==> config.mk <==
export PLATFORM = sky130hd
export DESIGN_NAME = raster_frame_sequencer_flat
export DESIGN_NICKNAME = d
export VERILOG_FILES = /design/src/rtl/raster_frame_sequencer_if.sv /design/src/rtl/raster_frame_sequencer.sv /design/src/flat_wrapper.sv
export SDC_FILE = /design/constraint.sdc
export NUM_CORES = 1
export LEC_CHECK = 0
export ABC_AREA = 1
export BUFFER_PORTS_ARGS = -buffer_cell sky130_fd_sc_hd__buf_2
export CORE_AREA = 2 2 297 299
export DETAILED_ROUTE_END_ITERATION = 10
export DIE_AREA = 0 0 299 301
export GPL_ROUTABILITY_DRIVEN = 0
export GPL_TIMING_DRIVEN = 0
export HOLD_SLACK_MARGIN = 0.06
export PLACE_DENSITY = 0.39
export SYNTH_ARGS = -nofsm -noshare
export SYNTH_HDL_FRONTEND = slang
export SYNTH_SLANG_ARGS = --single-unit
==> constraint.sdc <==
create_clock -name i_clk -period 21.7 [get_ports i_clk]
set_input_delay 1.085 -clock i_clk [delete_from_list [all_inputs] [get_ports i_clk]]
set_output_delay 1.085 -clock i_clk [all_outputs]
set_load 0.02 [all_outputs]
==> src/rtl/raster_frame_sequencer_if.sv <==
// Bundles the sequencer's frame control, upstream source, rasterizer handshake
// and the shared FB/ZB write port.
// "master" is the sequencer's view. "slave" is the view of the surrounding system.
interface raster_frame_sequencer_if #(
    parameter int unsigned TRI_W = 312
);
    // Frame control
    logic             frame_start;
    logic             clear_en;
    logic             fb_sel;
    logic             frame_done;
    logic             timeout_err;
    logic [15:0]      tri_count;

    // Upstream triangle source
    logic             src_valid;
    logic             src_last;
    logic [TRI_W-1:0] src_data;
    logic             src_ready;

    // Rasterizer handshake and its write requests
    logic             tri_valid;
    logic [TRI_W-1:0] tri_data;
    logic             rast_busy;
    logic [16:0]      rast_fb_addr;
    logic             rast_fb_we;
    logic [11:0]      rast_fb_pixel;
    logic [16:0]      rast_zb_addr;
    logic             rast_zb_we;
    logic [7:0]       rast_zb_data;

    // Muxed buffer write port
    logic [16:0]      fb_addr;
    logic             fb_we;
    logic [11:0]      fb_pixel;
    logic [16:0]      zb_addr;
    logic             zb_we;
    logic [7:0]       zb_data;

    modport master (
        input  frame_start, clear_en, src_valid, src_last, src_data, rast_busy,
        input  rast_fb_addr, rast_fb_we, rast_fb_pixel, rast_zb_addr, rast_zb_we, rast_zb_data,
        output src_ready, tri_valid, tri_data, fb_addr, fb_we, fb_pixel,
        output zb_addr, zb_we, zb_data, fb_sel, frame_done, timeout_err, tri_count
    );

    modport slave (
        output frame_start, clear_en, src_valid, src_last, src_data, rast_busy,
        output rast_fb_addr, rast_fb_we, rast_fb_pixel, rast_zb_addr, rast_zb_we, rast_zb_data,
        input  src_ready, tri_valid, tri_data, fb_addr, fb_we, fb_pixel,
        input  zb_addr, zb_we, zb_data, fb_sel, frame_done, timeout_err, tri_count
    );
endinterface

==> src/rtl/raster_frame_sequencer.sv <==
// Per-frame controller in front of the rasterizer.
// A frame runs through these steps:
//   1. Optionally clear the FB and ZB.
//   2. Hand triangles one at a time to the rasterizer over the tri_valid/busy handshake.
//   3. Drain the last writes.
//   4. Pulse frame_done and flip the display buffer select.
module raster_frame_sequencer #(
    parameter int unsigned NUM_PIX     = 76800,
    parameter int unsigned TRI_W       = 312,
    parameter logic [11:0] CLEAR_COLOR = 12'h000,
    parameter logic [7:0]  CLEAR_Z     = 8'hFF,
    parameter int unsigned ACK_TIMEOUT = 64,
    parameter int unsigned DRAIN_CYC   = 8
) (
    input  logic                      i_clk,
    input  logic                      i_rst,
    raster_frame_sequencer_if.master  bus
);

    localparam int unsigned CLR_W = $clog2(NUM_PIX);
    localparam int unsigned ACK_W = $clog2(ACK_TIMEOUT + 1);
    localparam int unsigned DRN_W = $clog2(DRAIN_CYC + 1);

    localparam logic [CLR_W-1:0] CLR_LAST = CLR_W'(NUM_PIX - 1);
    localparam logic [ACK_W-1:0] ACK_LAST = ACK_W'(ACK_TIMEOUT - 1);
    localparam logic [DRN_W-1:0] DRN_LAST = DRN_W'(DRAIN_CYC - 1);

    typedef enum logic [2:0] {
        StIdle,
        StClear,
        StFetch,
        StIssue,
        StWait,
        StDrain,
        StDone
    } state_e;

    state_e           state_q;
    logic [CLR_W-1:0] clr_cnt_q;
    logic [ACK_W-1:0] ack_cnt_q;
    logic [DRN_W-1:0] drain_cnt_q;
    logic             last_q;
    logic [TRI_W-1:0] tri_data_q;
    logic             src_ready_q;
    logic             tri_valid_q;
    logic             frame_done_q;
    logic             fb_sel_q;
    logic             timeout_err_q;
    logic [15:0]      tri_count_q;
    logic             in_clear;

    // Sequencing FSM.
    // The handshake outputs are registered and updated on the same edge as the state.
    always_ff @(posedge i_clk or posedge i_rst) begin
        if (i_rst) begin
            state_q       <= StIdle;
            clr_cnt_q     <= '0;
            ack_cnt_q     <= '0;
            drain_cnt_q   <= '0;
            last_q        <= 1'b0;
            tri_data_q    <= '0;
            src_ready_q   <= 1'b0;
            tri_valid_q   <= 1'b0;
            frame_done_q  <= 1'b0;
            fb_sel_q      <= 1'b0;
            timeout_err_q <= 1'b0;
            tri_count_q   <= '0;
        end else begin
            frame_done_q <= 1'b0;
            unique case (state_q)
                StIdle: begin
                    if (bus.frame_start) begin
                        tri_count_q   <= '0;
                        timeout_err_q <= 1'b0;
                        clr_cnt_q     <= '0;
                        if (bus.clear_en) begin
                            state_q <= StClear;
                        end else begin
                            state_q     <= StFetch;
                            src_ready_q <= 1'b1;
                        end
                    end
                end
                StClear: begin
                    if (clr_cnt_q == CLR_LAST) begin
                        state_q     <= StFetch;
                        src_ready_q <= 1'b1;
                    end else begin
                        clr_cnt_q <= clr_cnt_q + 1'b1;
                    end
                end
                StFetch: begin
                    if (bus.src_valid && src_ready_q) begin
                        tri_data_q  <= bus.src_data;
                        last_q      <= bus.src_last;
                        src_ready_q <= 1'b0;
                        tri_valid_q <= 1'b1;
                        ack_cnt_q   <= '0;
                        state_q     <= StIssue;
                    end
                end
                StIssue: begin
                    if (bus.rast_busy) begin
                        tri_valid_q <= 1'b0;
                        state_q     <= StWait;
                    end else if (ack_cnt_q == ACK_LAST) begin
                        // Rasterizer never acknowledged: drop the triangle uncounted
                        tri_valid_q   <= 1'b0;
                        timeout_err_q <= 1'b1;
                        if (last_q) begin
                            state_q     <= StDrain;
                            drain_cnt_q <= '0;
                        end else begin
                            state_q     <= StFetch;
                            src_ready_q <= 1'b1;
                        end
                    end else begin
                        ack_cnt_q <= ack_cnt_q + 1'b1;
                    end
                end
                StWait: begin
                    if (!bus.rast_busy) begin
                        if (tri_count_q != 16'hFFFF) begin
                            tri_count_q <= tri_count_q + 16'd1;
                        end
                        if (last_q) begin
                            state_q     <= StDrain;
                            drain_cnt_q <= '0;
                        end else begin
                            state_q     <= StFetch;
                            src_ready_q <= 1'b1;
                        end
                    end
                end
                StDrain: begin
                    if (drain_cnt_q == DRN_LAST) begin
                        state_q      <= StDone;
                        frame_done_q <= 1'b1;
                        fb_sel_q     <= ~fb_sel_q;
                    end else begin
                        drain_cnt_q <= drain_cnt_q + 1'b1;
                    end
                end
                StDone: begin
                    state_q <= StIdle;
                end
                default: begin
                    state_q <= StIdle;
                end
            endcase
        end
    end

    // Write-port mux.
    // The clear engine owns the port only while clearing.
    // Otherwise rasterizer writes pass straight through with no added latency.
    always_comb begin
        in_clear = (state_q == StClear);
        if (in_clear) begin
            bus.fb_addr  = 17'(clr_cnt_q);
            bus.fb_we    = 1'b1;
            bus.fb_pixel = CLEAR_COLOR;
            bus.zb_addr  = 17'(clr_cnt_q);
            bus.zb_we    = 1'b1;
            bus.zb_data  = CLEAR_Z;
        end else begin
            bus.fb_addr  = bus.rast_fb_addr;
            bus.fb_we    = bus.rast_fb_we;
            bus.fb_pixel = bus.rast_fb_pixel;
            bus.zb_addr  = bus.rast_zb_addr;
            bus.zb_we    = bus.rast_zb_we;
            bus.zb_data  = bus.rast_zb_data;
        end
    end

    assign bus.src_ready   = src_ready_q;
    assign bus.tri_valid   = tri_valid_q;
    assign bus.tri_data    = tri_data_q;
    assign bus.frame_done  = frame_done_q;
    assign bus.fb_sel      = fb_sel_q;
    assign bus.timeout_err = timeout_err_q;
    assign bus.tri_count   = tri_count_q;

endmodule

==> src/flat_wrapper.sv <==
// flat-port wrapper written by rule: the top's interface ports become plain ports
module raster_frame_sequencer_flat 
#(
    parameter int unsigned NUM_PIX     = 76800,
    parameter int unsigned TRI_W       = 312,
    parameter logic [11:0] CLEAR_COLOR = 12'h000,
    parameter logic [7:0]  CLEAR_Z     = 8'hFF,
    parameter int unsigned ACK_TIMEOUT = 64,
    parameter int unsigned DRAIN_CYC   = 8
)
  (i_clk, i_rst, bus_frame_start, bus_clear_en, bus_src_valid, bus_src_last, bus_src_data, bus_rast_busy, bus_rast_fb_addr, bus_rast_fb_we, bus_rast_fb_pixel, bus_rast_zb_addr, bus_rast_zb_we, bus_rast_zb_data, bus_src_ready, bus_tri_valid, bus_tri_data, bus_fb_addr, bus_fb_we, bus_fb_pixel, bus_zb_addr, bus_zb_we, bus_zb_data, bus_fb_sel, bus_frame_done, bus_timeout_err, bus_tri_count);
  raster_frame_sequencer_if #(.TRI_W(TRI_W)) bus_i ();
  input  logic i_clk;
  input  logic i_rst;
  input wire logic [$bits(bus_i.frame_start)-1:0] bus_frame_start;
  input wire logic [$bits(bus_i.clear_en)-1:0] bus_clear_en;
  input wire logic [$bits(bus_i.src_valid)-1:0] bus_src_valid;
  input wire logic [$bits(bus_i.src_last)-1:0] bus_src_last;
  input wire logic [$bits(bus_i.src_data)-1:0] bus_src_data;
  input wire logic [$bits(bus_i.rast_busy)-1:0] bus_rast_busy;
  input wire logic [$bits(bus_i.rast_fb_addr)-1:0] bus_rast_fb_addr;
  input wire logic [$bits(bus_i.rast_fb_we)-1:0] bus_rast_fb_we;
  input wire logic [$bits(bus_i.rast_fb_pixel)-1:0] bus_rast_fb_pixel;
  input wire logic [$bits(bus_i.rast_zb_addr)-1:0] bus_rast_zb_addr;
  input wire logic [$bits(bus_i.rast_zb_we)-1:0] bus_rast_zb_we;
  input wire logic [$bits(bus_i.rast_zb_data)-1:0] bus_rast_zb_data;
  output wire logic [$bits(bus_i.src_ready)-1:0] bus_src_ready;
  output wire logic [$bits(bus_i.tri_valid)-1:0] bus_tri_valid;
  output wire logic [$bits(bus_i.tri_data)-1:0] bus_tri_data;
  output wire logic [$bits(bus_i.fb_addr)-1:0] bus_fb_addr;
  output wire logic [$bits(bus_i.fb_we)-1:0] bus_fb_we;
  output wire logic [$bits(bus_i.fb_pixel)-1:0] bus_fb_pixel;
  output wire logic [$bits(bus_i.zb_addr)-1:0] bus_zb_addr;
  output wire logic [$bits(bus_i.zb_we)-1:0] bus_zb_we;
  output wire logic [$bits(bus_i.zb_data)-1:0] bus_zb_data;
  output wire logic [$bits(bus_i.fb_sel)-1:0] bus_fb_sel;
  output wire logic [$bits(bus_i.frame_done)-1:0] bus_frame_done;
  output wire logic [$bits(bus_i.timeout_err)-1:0] bus_timeout_err;
  output wire logic [$bits(bus_i.tri_count)-1:0] bus_tri_count;
  assign bus_i.frame_start = bus_frame_start;
  assign bus_i.clear_en = bus_clear_en;
  assign bus_i.src_valid = bus_src_valid;
  assign bus_i.src_last = bus_src_last;
  assign bus_i.src_data = bus_src_data;
  assign bus_i.rast_busy = bus_rast_busy;
  assign bus_i.rast_fb_addr = bus_rast_fb_addr;
  assign bus_i.rast_fb_we = bus_rast_fb_we;
  assign bus_i.rast_fb_pixel = bus_rast_fb_pixel;
  assign bus_i.rast_zb_addr = bus_rast_zb_addr;
  assign bus_i.rast_zb_we = bus_rast_zb_we;
  assign bus_i.rast_zb_data = bus_rast_zb_data;
  assign bus_src_ready = bus_i.src_ready;
  assign bus_tri_valid = bus_i.tri_valid;
  assign bus_tri_data = bus_i.tri_data;
  assign bus_fb_addr = bus_i.fb_addr;
  assign bus_fb_we = bus_i.fb_we;
  assign bus_fb_pixel = bus_i.fb_pixel;
  assign bus_zb_addr = bus_i.zb_addr;
  assign bus_zb_we = bus_i.zb_we;
  assign bus_zb_data = bus_i.zb_data;
  assign bus_fb_sel = bus_i.fb_sel;
  assign bus_frame_done = bus_i.frame_done;
  assign bus_timeout_err = bus_i.timeout_err;
  assign bus_tri_count = bus_i.tri_count;
  raster_frame_sequencer #(.NUM_PIX(NUM_PIX), .TRI_W(TRI_W), .CLEAR_COLOR(CLEAR_COLOR), .CLEAR_Z(CLEAR_Z), .ACK_TIMEOUT(ACK_TIMEOUT), .DRAIN_CYC(DRAIN_CYC)) u_core (.i_clk(i_clk), .i_rst(i_rst), .bus(bus_i));
endmodule
== After elaboration in Yosys (flattened, before gate mapping) ==
Cells that the tools add are included.
W data, S select, Z words.
Storage, ports and cells
  register bits: 365
  bits of input ports: 375
  output and inout bits: 389
  word-level logic and storage cells: 109
Operators by class
  $add $sub $neg: 4
  eq/ne operators: 22
  muxes and demuxes: 52
  bitwise logic cells: 1
  reductions and logical operators: 18
Operators with widths (count)
  $mux W17: 4
  $mux W16: 3
  $pmux W17 S2: 1
  $pmux W16 S2: 1
  $mux W3: 8
  $mux W7: 3
  $mux W4: 5
  $mux W1: 18
  $pmux W3 S6: 1
  $add A17 B1 Y17 const B: 1
  $eq A17 B17 Y1 const B: 1
  $add A16 B1 Y16 const B: 1
  $ne A16 B16 Y1 const B: 1
  $ne A2 B2 Y1 const B: 8
  $pmux W7 S2: 1
  $mux W12: 1
  $pmux W4 S3: 1
  $reduce_and A4 Y1: 3
  $mux W8: 1
  $ne A2 B1 Y1 const B: 4
  $reduce_and A8 Y1: 1
  $reduce_bool A2 Y1: 4
  $add A7 B1 Y7 const B: 1
  $eq A7 B6 Y1 const B: 1
  other kinds (18): 23

== Longest topological paths before layout ==
Gate-level depths: netlist of run 1.
  word-level depth: 4
  depth in mapped cells: 12
  depth with buffers taken out: 11

== Least setup slack after synthesis of run 1 ==
No wires, ideal clock.
  kind: reg-to-output
  start: reg u_core.state_q[1]
  end: out bus_fb_addr[0]
  data arrival time: 1.557 ns
  data required time: 20.615 ns
  setup slack: 19.058 ns
  cell stages (with the launch flop): 7
  buffers on the path: 1
  path through: dfrtp_1 > inv_1 > nand2_1 > nor2_4 > inv_1 > clkbuf_1 > o21ai_0
Between the ends
  word-level cells in the longest chain between the ends: 2
Ends and longest elaborated chain
  start, declared: line raster_frame_sequencer.sv:38  | state_e state_q;
  start signal, assigned: line raster_frame_sequencer.sv:56  | state_q <= StIdle;
  start signal, assigned: line raster_frame_sequencer.sv:77  | state_q <= StClear;
  start signal, assigned: line raster_frame_sequencer.sv:79  | state_q <= StFetch;
  $eq A3 B1 Y1: line raster_frame_sequencer.sv:158  | in_clear = (state_q == StClear);
  $mux W17: line raster_frame_sequencer.sv:159  | if (in_clear) begin
  end, declared: line flat_wrapper.sv:30  | output wire logic [$bits(bus_i.fb_addr)-1:0] bus_fb_addr;
No other way between the ends.

== Final worst setup path of run 1 ==
  start: reg u_core.state_q[1]
  end: out bus_zb_addr[1]
Between the ends
  word-level cells in the longest chain between the ends: 2
Ends and longest elaborated chain
  $eq A3 B1 Y1: line raster_frame_sequencer.sv:158
  $mux W17: line raster_frame_sequencer.sv:159
  end, declared: line flat_wrapper.sv:33  | output wire logic [$bits(bus_i.zb_addr)-1:0] bus_zb_addr;
No other way between the ends.

==> impl_metrics.yaml, run 1 <==
worst_setup_path:
  crit_buf_inv: 5
  cp_max_fo: 10
  crit_path_cell_trace: "inv_1 -> nand2_1 -> nor2_4 -> inv_1 -> buf_2 -> buf_2 -> nand2_1 -> nand2_1 -> buf_2"
  critPathLaunchType: "flop"
  crit_slowest_cell: "dfrtp_1"
  critPathCaptureType: "output pin"
  crit-reg2reg-launch: "u_core.state_q[2]"
  crit_path_max_incr_delay_ns: 0.43
  cp.arrival_ns: 2.48
  critical_path.top_delay_family: "buffers and inverters"
  cp.required_ns: 20.61
  critPathLaunch: "u_core.state_q[1]"
  crit_type: "flop to output pin"
placed_design:
  place_ws_ns: 18.64
  portBuffers: 763
  hpwlAfterDp_mm: 52.17
  dp_cells: 3854
  placed_area_um2: 21070
cts:
  cts_made_buffers: 46
  h-tree-depth: 2
  cts_resized: 0
  clk_latency_ns: 0.58
  clockBufferDepth: 3
  hold_buffers: 0
  cts_tree: "built"
  postCtsSetupBuffers: 0
  cts.sink_count: 365
  path_clk_slew_ns: 0.06
  clockRootBuffer: "clkbuf_16"
finish:
  mostFrequentLayoutCell: "nand2_1"
  layout.cells.non_filler: 3943
  final_nets: 3126
  final_area_um2: 22550
  layout_common_cells: "1204 x nand2_1, 805 x buf_2, 365 x dfrtp_1"
  syn_to_final_growth_pct: 43.51
  drive_above_1_share_pct: 34.14
sta:
  rsz0062_at_grt: "false"
  fmax_mhz: 280.2
  fin_crit_sh_pct: 16.45
  min_period_ns: 3.569
  maxSlewViolCount: 0
  slew_headroom_pct: 53.87
  timing_hold_violations_final: 0
  setup_tns_ns: 0
  setup_violations: 0
  worst_slew_pin_slew_ns: 0.6919
  clock_skew_ns: 0.02830
  setup_ws_ns: 18.13
synth:
  yosysSeqAreaShare_pct: 58.12
  synth_edf_count: 0
  syn_area_um2: 15720
  synth_top_flop_cell: "dfrtp_1"
  async_reset_ff_share_pct: 100.0
  synth_top_cells_by_area: "dfrtp_1 58%, nand2_1 29%, buf_6 2.2%"
  netlist.area_leader.share_pct: 58.12
  synth.avg_cell_area_um2: 8.130
  synth.net_count: 2312
  synth.distinct_cells: 29
  yosysTopAreaCell: "dfrtp_1"
  ys_warn_count: 0
  ys_ff_latch: 365
  syn-instance-count: 1933
global_routing:
  grt_pass1_wl_mm: 98.10
  grt_usage_pct: 14.29
  antenna_found_initial: 14
  grt_overflow: 0
  grt_max_degree: 114
  first_global_vias: 15438
min_path:
  min-delay-start: "u_core.bus.tri_data[210]"
  min_path_type: "flop to flop"
power_and_ir_drop:
  powerDensity_nw_per_um2: 146.1
  ir_drop_uv: 72.64
  p_leak_nw: 12.91
routing:
  drt-wirelength-per-cell_um: 16.94
  drtPass1Iterations: 5
  wirelength_mm: 66.78
  vias: 14912
  drtAntennaViolNets: 0
  drt_iter0_markers: 840
  vias_per_cell: 3.782
  drc: 0
die:
  io_pins: 764
  die_y_um: 301
  die_area_um2: 90000
  core-area_um2: 86480
  initial_core_util_pct: 18.17
  rows: 108
  die_x_um: 299
run:
  maxCapViolCount: 0
run_status:
  status: "completed"
[final cells by class]
type | count | area (um2)
Clock buffer | 74 | 1396
Timing Repair Buffer | 766 | 3901
Fill cell | 9732 | 63930
Multi-Input combinational cell | 1424 | 5749
Clock inverter | 7 | 67.56
Tap cell | 1155 | 1445
Sequential cell | 365 | 9134
Antenna cell | 8 | 20.02
Inverter | 59 | 231.5
Buffer | 85 | 608.1
[path summary, 6_finish.rpt]
path	slack, ns	end	depth (start not counted)
hold / removal	0.47	u_core.bus.tri_data[210]	2
hold reg to reg	0.47	u_core.bus.tri_data[210]	2
setup / recovery	18.13	bus_zb_addr[1]	9
min in group asynchronous	0.55	u_core.bus.tri_data[280]	2
setup reg to reg	19.55	u_core.bus.tri_data[196]	10
max in group asynchronous	19.60	u_core.bus.tri_data[114]	4
[through the flow]
step                total power, mW  hold slack [ns]  utilization, %
CTS                           3.366           0.4725           26.05
floorplan                     1.972           0.4714               -
finish                        3.295           0.4696           26.08
detailed placement            2.586           0.4592           24.36
global placement              2.593           0.4569           24.26
global route                  3.534           0.4827           26.07
[layer usage]
metal	global-route usage (%)	share of wire (%)
met4	3.881	2.3
met2	26.13	51
met5	0	0.084
met1	15.84	39
met3	4.582	7.7
[sequential cells by signal, summed over array words and instances, names as in the netlist, 3 cells and up]
name                  count
u_core.ack_cnt_q          7
u_core.bus.tri_count     16
u_core.bus.tri_data     312
u_core.clr_cnt_q         17
u_core.drain_cnt_q        4
u_core.state_q            3
[synth_stat cells, types with 4 or more instances]
cell and instances:
o21bai_1 7, o21ai_0 19, a21oi_1 8, inv_1 55, o21ai_2 6, or2_2 18, clkbuf_1 11, nand2_2 5
dfrtp_1 365, nor2_1 66, nand4_1 10, nand2_1 1204, buf_2 42, xor2_1 10, nand3_1 47, ha_1 4
buf_6 31
[worst reg2reg max path, delay by kind of cell (launching register included)]
kind	cells	cell delay [ns]
flops	1	0.33
simple gates	5	0.36
buf+inv	5	1.39
[kinds of logic after synthesis]
family	count (synthesis)	synth area share, %
buffers and inverters	144	5.295
DFF	365	58.12
and+or+nand+nor	1360	33.73
xor gates and xnor gates	12	0.6688
AOI/OAI and AO/OA	48	1.871
adders and majority gates	4	0.3185
[where the power goes]
part           internal [mW]  total (mW)  switching, mW
combinational          0.448        1.44          0.988
clock                  0.439       0.750          0.311
sequential             0.958        1.11          0.151
(Power assumes the default switching activity.)
==> run 2, diff against run 1 <==
==> constraint.sdc (replaced) <==
create_clock -name i_clk -period 3.5 [get_ports i_clk]
set_input_delay 0.175 -clock i_clk [delete_from_list [all_inputs] [get_ports i_clk]]
set_output_delay 0.175 -clock i_clk [all_outputs]
set_load 0.02 [all_outputs]
==> run 2 against run 1 <==
Sequential power rose to 6.2 times the previous value. Die area unchanged. Critical path depth down 3. Register-to-register slack worse by 18 ns. Power rose to 6.4 times the previous value. Hold slack worse by 0.35 ns. Cell count up 8.1%. Utilization up 3.9 points. Critical path type unchanged. Critical endpoint is now bus_fb_addr[0]. Largest power group unchanged.
==> impl_metrics.yaml, run 2 (synthesis gave the netlist of run 1 again) <==
run_status:
  status: "completed"
min_path:
  hold_end: "u_core.state_q[1]"
  min_path_type: "input port to flop"
  hold_depth: 5
  min-delay-start: "bus_src_valid"
placed_design:
  portBuffers: 763
  hpwlAfterDp_mm: 53.35
  dp_cells: 3863
cts:
  cts.sink_count: 365
  cts_made_buffers: 45
  cts_resized: 0
  h-tree-depth: 2
  clockRootBuffer: "clkbuf_16"
  clockBufferDepth: 3
  path_clk_slew_ns: 0.06
  postCtsSetupBuffers: 0
  cts_tree: "built"
  hold_buffers: 316
  clk_latency_ns: 0.57
routing:
  wirelength_mm: 69.18
  vias: 16376
  drt_iter0_markers: 831
  drc: 0
  drtPass1Iterations: 5
  vias_per_cell: 3.843
  drt-wirelength-per-cell_um: 16.23
  drtAntennaViolNets: 0
sta:
  clock_skew_ns: 0.01382
  setup_violations: 0
  timing_hold_violations_final: 0
  slew_headroom_pct: 46.79
  maxSlewViolCount: 0
  fin_crit_sh_pct: 75.89
  rsz0062_at_grt: "false"
  min_period_ns: 2.656
  worst_slew_pin_slew_ns: 0.7981
  fmax_mhz: 376.5
worst_setup_path:
  cp_max_fo: 10
  critPathCaptureType: "output pin"
  cp.arrival_ns: 2.48
  crit-reg2reg-launch: "u_core.state_q[2]"
  crit_type: "flop to output pin"
  crit_slowest_cell: "dfrtp_1"
  rrSetupSlack_ns: 1.23
  crit_path_cell_trace: "nand2_1 -> nor2_4 -> inv_1 -> clkbuf_1 -> o21ai_0 -> buf_2"
  r2r_cells: 10
  critPathLaunchType: "flop"
  crit_path_max_incr_delay_ns: 0.48
  critical_path.top_delay_family: "buffers and inverters"
  crit_buf_inv: 3
  rr_endpoint: "u_core.bus.tri_data[197]"
  cp.required_ns: 3.32
finish:
  final_nets: 3450
  syn_to_final_growth_pct: 64.91
  layout_common_cells: "1204 x nand2_1, 805 x buf_2, 365 x dfrtp_1"
  largest_reg_flops: 312
  drive_above_1_share_pct: 31.05
  layout.cells.non_filler: 4261
  mostFrequentLayoutCell: "nand2_1"
global_routing:
  use_met1_pct: 16.60
  grt_util_met2_pct: 26.42
  first_global_vias: 17101
  grt.busiest_layer: "met2"
  grt_max_degree: 38
  antenna_found_initial: 2
  grt_overflow: 0
  grt_pass1_wl_mm: 103.0
  grt_usage_pct: 14.78
  use_met3_pct: 4.149
run:
  maxCapViolCount: 0
power_and_ir_drop:
  switching_share_pct: 43.40
  p_clk_share_pct: 23.0
  p_total_mw: 21.00
  p_leak_nw: 14.34
  p_switching_mw: 9.113
  combPwrFrac_pct: 44.0
  seq_power_share_pct: 33.0
  powerDensity_nw_per_um2: 810.3
  ir_drop_uv: 387.2
  internal_power_mw: 11.89
die:
  die_y_um: 301
  io_pins: 764
  initial_core_util_pct: 18.17
  die_x_um: 299
  rows: 108
  core-area_um2: 86480
  die_area_um2: 90000
-- run 2: changes by cell type in the layout (fill, tap and decap cells not counted), moves of 4 or more --
cell | previous run | this run
dlygate4sd3_1 | 0 | 316
buf_12 | 0 | 12
diode_2 | 8 | 1
clkbuf_1 | 25 | 19
clkinv_2 | 4 | 8
-- run 2: per-stage QoR --
stage / TNS [ns] / setup WS (ns) / cell area [um2] / utilization, % / hold slack, ns
after CTS: 0 / 0.6927 / 25910 / 29.96 / 0.06371
after detailed placement: 0 / 1.125 / 21220 / 24.54 / 0.1806
final: 0 / 0.8438 / 25920 / 29.97 / 0.1206
after global routing: 0 / 0.5952 / 25920 / 29.97 / 0.1170
after global placement: -1650.74 / -4.628 / 20980 / 24.26 / 0.3702
after floorplan: -573.49 / -1.571 / 15720 / - / 0.2846
-- run 2: how the worst max path moves through the flow --
stage / from / to / slack [ns] / cells after the start
after floorplan: i_rst / u_core.ack_cnt_q[0] / -1.57 / 1
after global placement: i_rst / u_core.bus.tri_data[125] / -4.63 / 2
after detailed placement: u_core.state_q[2] / u_core.bus.tri_data[197] / 1.12 / 10
after CTS: u_core.state_q[0] / bus_fb_addr[0] / 0.69 / 6
after global routing: u_core.state_q[0] / bus_fb_addr[0] / 0.60 / 6
final: u_core.state_q[0] / bus_fb_addr[0] / 0.84 / 6
-- run 2: tightest hold or removal path, delay by kind of cell --
| family | cells | cell delay, ns |
|---|---|---|
| simple gates | 3 | 0.24 |
| buf+inv | 1 | 0.13 |
| compound gates | 1 | 0.10 |
-- run 2: power by group through the flow --
stage                     clock [mW]  combinational [mW]  sequential (mW)
after floorplan                    0                3.31             8.91
final                           4.84                9.24             6.92
after detailed placement           0                9.15             6.93
after global placement             0                9.11             6.98
after global routing            5.17                10.1             7.15
after CTS                       5.02                9.43             6.92
-- run 2: layer usage --
metal	wire [um]	vias to the layer above
met2	34460	573
met5	11	-
met4	2573	2
li1	-	8148
met1	27270	7533
met3	4870	120
-- run 2: area by class of cell --
cell class,instances,area [um2]
fillers,9414,60570
clock inverters,13,153.9
inverters,59,227.7
diodes,1,2.502
flip-flops and latches,365,9134
multi-input cells,1424,5749
well taps,1155,1445
plain buffers,85,608.1
clock buffers,68,1374
repair buffers,1091,7222
==> run 3, diff against run 2 <==
--- a/config.mk
+++ b/config.mk
@@ -7,13 +7,13 @@
 export LEC_CHECK = 0
 export ABC_AREA = 1
 export BUFFER_PORTS_ARGS = -buffer_cell sky130_fd_sc_hd__buf_2
-export CORE_AREA = 2 2 297 299
+export CORE_AREA = 2 2 296 298
 export DETAILED_ROUTE_END_ITERATION = 10
-export DIE_AREA = 0 0 299 301
+export DIE_AREA = 0 0 298 300
 export GPL_ROUTABILITY_DRIVEN = 0
 export GPL_TIMING_DRIVEN = 0
 export HOLD_SLACK_MARGIN = 0.06
-export PLACE_DENSITY = 0.39
+export PLACE_DENSITY = 0.41
 export SYNTH_ARGS = -nofsm -noshare
 export SYNTH_HDL_FRONTEND = slang
 export SYNTH_SLANG_ARGS = --single-unit
==> constraint.sdc (replaced) <==
create_clock -name i_clk -period 2.34 [get_ports i_clk]
set_input_delay 0.117 -clock i_clk [delete_from_list [all_inputs] [get_ports i_clk]]
set_output_delay 0.117 -clock i_clk [all_outputs]
set_load 0.02 [all_outputs]
==> run 3 against run 2 <==
Worst setup slack lost 0.69 ns. Critical endpoint is now bus_fb_addr[4]. Wire length fell by 5.0%. Clock skew is 0.0072 ns higher. Via count is 1.0% lower. Sequential share of layout area hardly changed. First-iteration DRC count is 9.3% lower. Register-to-register slack got worse by 1.0 ns. Cell count barely moved. Clock power increased by 40%. Utilization is 0.095 points higher. Final area is essentially flat. Sequential power rose by 49%.
==> impl_metrics.yaml, run 3 (synthesis gave the netlist of run 1 again) <==
sta:
  timing_hold_violations_final: 0
  min_period_ns: 2.190
  maxSlewViolCount: 0
  slew_headroom_pct: 54.22
  worst_slew_pin_slew_ns: 0.6867
  fin_crit_sh_pct: 93.59
  fmax_mhz: 456.6
  setup_tns_ns: 0
  rsz0062_at_grt: "false"
  clock_skew_ns: 0.02105
  setup_ws_ns: 0.1500
  setup_violations: 0
placed_design:
  dp_cells: 3862
  placed_area_um2: 21210
  hpwlAfterDp_mm: 50.05
  portBuffers: 763
  place_ws_ns: -0.1035
worst_setup_path:
  cp.required_ns: 2.22
  rr_endpoint: "u_core.bus.src_ready"
  cp.arrival_ns: 2.07
  critPathLaunch: "u_core.state_q[1]"
  r2r_cells: 10
  critPathLaunchType: "flop"
  cp_max_fo: 10
  crit-reg2reg-launch: "u_core.clr_cnt_q[0]"
  rrSetupSlack_ns: 0.21
  crit_type: "flop to output pin"
  critPathCaptureType: "output pin"
finish:
  drive_above_1_share_pct: 31.32
  final_nets: 3455
  syn_to_final_growth_pct: 64.92
  layout_common_cells: "1195 x nand2_1, 799 x buf_2, 364 x dfrtp_1"
  mostFrequentLayoutCell: "nand2_1"
  largest_reg_flops: 312
  layout.cells.non_filler: 4264
  final_area_um2: 25920
cts:
  cts.sink_count: 365
  clk_latency_ns: 0.57
  path_clk_slew_ns: 0.06
  h-tree-depth: 2
  cts_tree: "built"
  clockRootBuffer: "clkbuf_16"
  cts_made_buffers: 44
  clockBufferDepth: 3
routing:
  vias_per_cell: 3.800
  drtPass1Iterations: 4
  drtAntennaViolNets: 0
  drt-wirelength-per-cell_um: 15.41
  wirelength_mm: 65.72
  drc: 0
  vias: 16205
  drt_iter0_markers: 754
die:
  io_pins: 764
  die_x_um: 298
  die_y_um: 300
  rows: 108
  initial_core_util_pct: 18.23
  die_area_um2: 89400
  core-area_um2: 86210
global_routing:
  antenna_found_initial: 5
  first_global_vias: 16954
  grt_max_degree: 38
  grt_usage_pct: 14.28
  grt_pass1_wl_mm: 101.0
  grt_overflow: 0
run:
  maxCapViolCount: 0
run_status:
  status: "completed"
power_and_ir_drop:
  p_leak_nw: 14.32
  p_total_mw: 30.98
  ir_drop_uv: 647.0
  powerDensity_nw_per_um2: 1195
min_path:
  min_path_type: "input port to async pin"
==> run 3: cell count changes in the layout (fill, tap and decap cells not counted), sizes merged <==
cell,delta
clkinv,-3
dlygate4sd3,+3
buf,+2
bufinv,-2
clkbuf,+2
diode,+1
==> run 3: critical path, stage by stage, from the launching register on <==
cell and delay (ns):
dfrtp_1 0.38, inv_1 0.10, nand2_2 0.11, nor2_4 0.18
buf_4 0.18, buf_6 0.14, nand2_1 0.09, nand2_1 0.15
buf_2 0.19
==> run 3: worst max path at each step <==
stage                                         end  slack [ns]
after global routing               bus_fb_addr[4]      0.0004
after CTS                          bus_zb_addr[5]        0.01
after global placement    u_core.bus.tri_data[98]       -5.68
after floorplan               u_core.ack_cnt_q[0]       -2.67
final                              bus_fb_addr[4]        0.15
after detailed placement           bus_fb_addr[0]       -0.10
==> run 3: final cells by class <==
type / instances / area [um2]
Multi-Input combinational cell: 1424 / 5788
Sequential cell: 365 / 9135
Antenna cell: 2 / 5.005
Timing Repair Buffer: 1097 / 7272
Tap cell: 1155 / 1445
Fill cell: 9445 / 60300
Inverter: 59 / 230.2
Clock inverter: 8 / 78.83
Clock buffer: 69 / 1328
Buffer: 85 / 635.6
==> run 3: power breakdown <==
part / switching (mW) / internal [mW]
clock network: 2.80 / 3.99
logic: 9.22 / 4.65
registers: 1.44 / 8.89
==> run 3: layer usage <==
layer  vias to the layer above  share of wire, %  GRT usage (%)
li1                       8163                 -              -
met1                      7410                41          17.04
met2                       523                50          25.21
met3                       105               6.1          3.476
met4                         4               3.0          4.499
met5                         -             0.030              0
==> run 3: timing repair <==
| item | in CTS | in global routing |
|---|---|---|
| hold endpoints to repair | 400 | 0 |
| hold buffers | 319 | 0 |
| endpoints found under the setup margin | 53 | 29 |
| gates resized for setup | 25 | 4 |
| buffers inserted | 4 | 0 |
| pin swaps | 1 | 1 |
==> run 3: through the flow <==
step,hold WS [ns],util (%)
5_1_grt,0.1914,30.06
3_3_place_gp,0.3109,24.34
4_1_cts,0.1494,30.05
3_5_place_dp,0.09217,24.60
2_1_floorplan,0.2266,-
6_report,0.1972,30.06
